<file path="src/rtl/mac_weight_loader.sv">
// Loads IC0 weight rows into the MAC array weight chain after a start pulse; rows pass through with zero latency.
// Backpressure: weight_rdy is high only while loading, and upstream stalls the load by holding weight_vld low.
module mac_weight_loader #(
  parameter int IC0 = 2,
  parameter int OC0 = 2
) (
  input  logic              clk,
  input  logic              rst_n,
  input  logic              start,
  input  logic              weight_vld,
  input  logic [16*OC0-1:0] weight_dat,
  output logic              weight_rdy,
  output logic              weight_fifo_enq,
  output logic [16*OC0-1:0] weight_dat_chained_fifo_in,
  output logic              en_weight00,
  output logic              busy,
  output logic              done,
  output logic              weights_loaded
);

  localparam int CW = $clog2(IC0 + 1);

  typedef enum logic [1:0] {
    IDLE   = 2'd0,
    LOAD   = 2'd1,
    FINISH = 2'd2
  } state_t;

  state_t          state;
  state_t          state_nxt;
  logic [CW-1:0]   row_cnt;
  logic            fire;
  logic            first_row;
  logic            last_row;
  logic            start_acc;

  assign fire      = weight_vld && (state == LOAD);
  assign first_row = (row_cnt == '0);
  assign last_row  = (row_cnt == CW'(IC0 - 1));
  // start only counts in IDLE; starts seen in LOAD or FINISH are dropped
  assign start_acc = start && (state == IDLE);

  assign weight_fifo_enq            = fire;
  assign weight_dat_chained_fifo_in = weight_dat;
  assign en_weight00                = fire && first_row;

  always_comb begin
    state_nxt  = state;
    weight_rdy = 1'b0;
    busy       = 1'b0;
    done       = 1'b0;
    case (state)
      IDLE: begin
        if (start) state_nxt = LOAD;
      end
      LOAD: begin
        weight_rdy = 1'b1;
        busy       = 1'b1;
        if (fire && last_row) state_nxt = FINISH;
      end
      FINISH: begin
        busy      = 1'b1;
        done      = 1'b1;
        state_nxt = IDLE;
      end
      default: state_nxt = IDLE;
    endcase
  end

  always_ff @(posedge clk or negedge rst_n) begin
    if (!rst_n) begin
      state          <= IDLE;
      row_cnt        <= '0;
      weights_loaded <= 1'b0;
    end else begin
      state <= state_nxt;
      if (start_acc) begin
        row_cnt        <= '0;
        weights_loaded <= 1'b0;
      end else begin
        if (fire) row_cnt <= row_cnt + CW'(1);
        if (state == FINISH) weights_loaded <= 1'b1;
      end
    end
  end

endmodule
</file>
<file path="config.mk">
export PLATFORM = sky130hd
export DESIGN_NAME = mac_weight_loader
export DESIGN_NICKNAME = d
export VERILOG_FILES = /design/src/rtl/mac_weight_loader.sv
export SDC_FILE = /design/constraint.sdc
export NUM_CORES = 1
export LEC_CHECK = 0
export CAP_MARGIN = 20
export CORE_MARGIN = 3
export CORE_UTILIZATION = 27
export CTS_CLUSTER_DIAMETER = 80
export CTS_CLUSTER_SIZE = 28
export DETAILED_ROUTE_END_ITERATION = 7
export PLACE_DENSITY = 0.85
export SYNTH_ARGS = -nofsm -noshare
export SYNTH_HDL_FRONTEND = slang
export SYNTH_SLANG_ARGS = --single-unit
</file>
<file path="constraint.sdc">
create_clock -name clk -period 2 [get_ports clk]
set_input_delay 0.4 -clock clk [delete_from_list [all_inputs] [get_ports clk]]
set_output_delay 0.4 -clock clk [all_outputs]
set_load 0.005 [all_outputs]
</file>
# == After elaboration in Yosys (flattened, before gate mapping) ==
# Cells that the tools add are included.
# op_classes
add_sub_neg,1
eq_ne,5
n_mux,10
reduce_logical,10
# op_table
cell,n
$mux W2,4
$mux W1,5
$eq A2 B1 Y1 const B,2
$logic_and A1 B1 Y1,4
$logic_not A2 Y1,2
$pmux W2 S2,1
$reduce_bool A2 Y1,2
$add A2 B1 Y2 const B,1
$eq A2 B2 Y1 const B,1
$ne A2 B1 Y1 const B,1
$ne A2 B2 Y1 const B,1
$reduce_and A2 Y1,1
$reduce_or A2 Y1,1
# totals
register_bits,5
inputBits,36
out_inout_bits,38
word_cells,29

# == Logic depth before layout (Yosys ltp) ==
# Gate-level depths: netlist of the first run.
# logic_depth
depth_word,5
ltp_mapped,5
ltp_nobuf,5

# == Worst setup path after synthesis of the first run ==
# Ideal clock, no wire load.
# synth_path
kind,register to register
startpoint,register state[0]
endpoint,register state[0]
setup_ns,0.128
arrival_time_ns,1.228
t_required_ns,1.872
slack_ns,0.645
stages_incl_launch_ff,6
cell_sequence,dfrtp_1 inv_1 ha_1 nor2b_4 a21oi_2 mux2_1
# synth_via
elab_chain_len,5
# synth_rtl
item,line,source
start: declaration,29,state_t state;
start signal: assignment,76,state <= state_nxt;
$eq A2 B1 Y1,"37, 52",
$logic_and A1 B1 Y1,37,assign fire = weight_vld && (state == LOAD);
$logic_and A1 B1 Y1,59,if (fire && last_row) state_nxt = FINISH;
$ne A2 B1 Y1 (no source line),-,
$reduce_and A2 Y1 (no source line),-,
# Several ways; a longest one is shown, not always the timed one.
# A chain may end at the register's enable or synchronous reset.

# == Final worst setup path of the first run ==
# layout_path
startpoint,register state[1]
endpoint,output en_weight00
# layout_via
elab_chain_len,3
# layout_rtl
item,line,source
$eq A2 B1 Y1,37,
$logic_and A1 B1 Y1,37,
$logic_and A1 B1 Y1,45,assign en_weight00 = fire && first_row;
end: declaration,15,"output logic en_weight00,"
# No other way between the ends.

==> flow_summary.json, run 1 <==
{
  "dieArea_sq_um": 2700,
  "busiest_layer": "met2",
  "design_area_sq_um": 512,
  "vias": 288,
  "hp-class": "primary input to async pin",
  "initial_core_util_pct": 28.8,
  "cts.sinks": 5,
  "io_pins": 74,
  "tns_ns": 0,
  "grt_pass1_vias": 308,
  "fin_skew_ns": 0.00278,
  "synthTopCellsByArea": "buf_4, dfrtp_1, ha_1, mux2_1, inv_1",
  "synth_area_per_cell_sq_um": 9.20,
  "endpoint_kind": "output port",
  "grt_first_pass_wirelength_microns": 1260,
  "core_area_sq_um": 1980,
  "gp_congestion": 0.815,
  "htreeDepth": 1,
  "yosysWarnings": 0,
  "wl_microns": 859,
  "clock_latency_ns": 0.24,
  "worst-endpoint-arrival_ns": 1.54,
  "placed_cell_area_sq_um": 462,
  "use_met1_pct": 6.92,
  "crit_fanout": 4,
  "track_usage_pct": 6.50,
  "antennaDiodeCount": 0,
  "fin_cells": 72,
  "numCtsBuffers": 3,
  "drive_gt1_share_pct": 24.4,
  "clockRootBuffer": "clkbuf_4",
  "start_kind": "flip-flop",
  "ys.flop_type": "dfrtp_1",
  "synth-seq-cells": 5,
  "synth_edf_count": 0,
  "die_w_microns": 52.0,
  "syn_to_final_growth_pct": -10.3,
  "nets": 89,
  "total_power_uw": 743,
  "ys_seq_area_share_pct": 21.9,
  "grt_max_degree": 6,
  "num_rows": 16,
  "yosys.cell_types.count": 14,
  "die_h_microns": 52.0,
  "async_reset_ff_share_pct": 100,
  "path_class": "flip-flop to output port",
  "grtUsageMet3_pct": 4.58,
  "ant_nets": 0,
  "yosysMostFrequentCell": "buf_4",
  "final.min_clock_period_ns": 1.94,
  "crit_slowest_cell": "clkdlybuf4s50_1",
  "dp.cells": 67,
  "yosys-top-cells-count": "buf_4, ha_1, dfrtp_1, inv_1, a21oi_1",
  "antenna_found_initial": 0,
  "met2_usage_pct": 9.41,
  "synth_top_area_share_pct": 42.1,
  "setup_viol": 0,
  "worst_slew_pin_slew_ns": 0.236,
  "yosysTopAreaCell": "buf_4",
  "ir_drop_uv": 654,
  "hold_viol_final": 0,
  "drt-initial-drc-count": 3,
  "fmax_mhz": 516,
  "drv_slew": 0,
  "wl_per_cell_microns": 11.9,
  "drt-vias-per-instance": 4.00,
  "cp.required_ns": 1.60,
  "place.detailed.hpwl_microns": 672,
  "leakagePower_uw": 0.000246,
  "post-route-period-util_pct": 97.0,
  "synthCells": 62,
  "powerDensity_nw_per_um2": 1450,
  "status": "completed",
  "slowest_delay_ns": 0.49,
  "syn_nets": 105,
  "clk_path_buf_depth": 2,
  "cts_tree": "built",
  "gr-total-overflow": 0,
  "portBuffers": 9,
  "slew_headroom_pct": 84.2,
  "drc_errors": 0,
  "first_pass_iters": 4,
  "clkTransAtPathRegs_ns": 0.04,
  "max-cap-violations": 0,
  "syn-cell-area_sq_um": 571,
  "cp_cell_sequence": "inv_2, ha_4, and3_1, clkdlybuf4s50_1"
}
==> final cells by class <==
class / count / area, sq um
timing repair buffer: 11 / 108
inverter: 5 / 18.8
tap: 27 / 33.8
sequential: 5 / 126
fill: 212 / 1470
multi-input combinational: 20 / 199
clock buffer: 4 / 26.3
==> state kept, by name (all words and copies together) (netlist names) <==
name / cells
row_cnt: 2
state: 2
weights_loaded: 1
==> kinds of logic after synthesis <==
group           Yosys count  synth area share [%]
compound gates            4                  4.17
flops                     5                  21.9
mux                       3                  5.70
simple gates              5                  5.92
xor+xnor                  1                  1.54
buf+inv                  37                  45.4
fa+ha+maj                 7                  15.4
==> power by group <==
group	switching [uW]	total (uW)	internal (uW)
clock	43.0	119	75.5
combinational	183	433	251
sequential	39.2	192	152
==> cell usage in the layout (no fill, tap or decap), types with 2 or more instances in the layout <==
cell / count
a21oi_1: 3
buf_4: 2
mux2_1: 2
clkdlybuf4s50_1: 8
inv_1: 4
clkbuf_4: 3
ha_1: 6
dfrtp_1: 4
==> metal layers <==
metal | wire length, microns | vias to the layer above
li1 | - | 124
met1 | 313 | 130
met2 | 381 | 26
met3 | 145 | 8
met4 | 19 | 0
met5 | 0 | -
==> worst max-delay path, delay by kind of cell (launching register included) <==
family | cells | cell delay (ns)
buffers and inverters | 2 | 0.61
and+or+nand+nor | 1 | 0.14
DFF | 1 | 0.40
adders and majority gates | 1 | 0.16
==> path summary, 6_finish.rpt <==
kind	start	cells past startpoint	slack [ns]	endpoint
worst max-delay path	state[1]$_DFFE_PN0P_	4	0.06	en_weight00
worst min-delay path	rst_n	1	0.38	row_cnt[1]$_DFFE_PN0P_
worst max register to register	state[0]$_DFFE_PN0P_	5	0.49	state[1]$_DFFE_PN0P_
worst min register to register	weights_loaded$_DFFE_PN0P_	2	0.54	weights_loaded$_DFFE_PN0P_
max in group asynchronous	rst_n	1	1.41	state[0]$_DFFE_PN0P_
min in group clk	weights_loaded$_DFFE_PN0P_	2	0.54	weights_loaded$_DFFE_PN0P_
==> repair_timing <==
action | in CTS | in global routing
setup buffers | 0 | 1
gates resized for setup | 3 | 2
setup endpoints to repair | 2 | 3
hold buffers | 0 | 0
==> stage by stage <==
step / setup WS (ns) / hold slack, ns / util [%]
2_1_floorplan: 0.645 / 0.104 / -
3_3_place_gp: 0.0377 / 0.509 / 23.3
3_5_place_dp: 0.0381 / 0.526 / 23.3
4_1_cts: 0.0110 / 0.380 / 25.3
5_1_grt: -0.00398 / 0.389 / 25.8
6_report: 0.0602 / 0.380 / 25.8
No activity file was read; power rests on OpenSTA's default activity.
==> run 2, diff against run 1 <==
CAP_MARGIN = unset   (was 20)
==> results of run 2 <==
Final layout, timing and power as in run 1 (identical DEF).
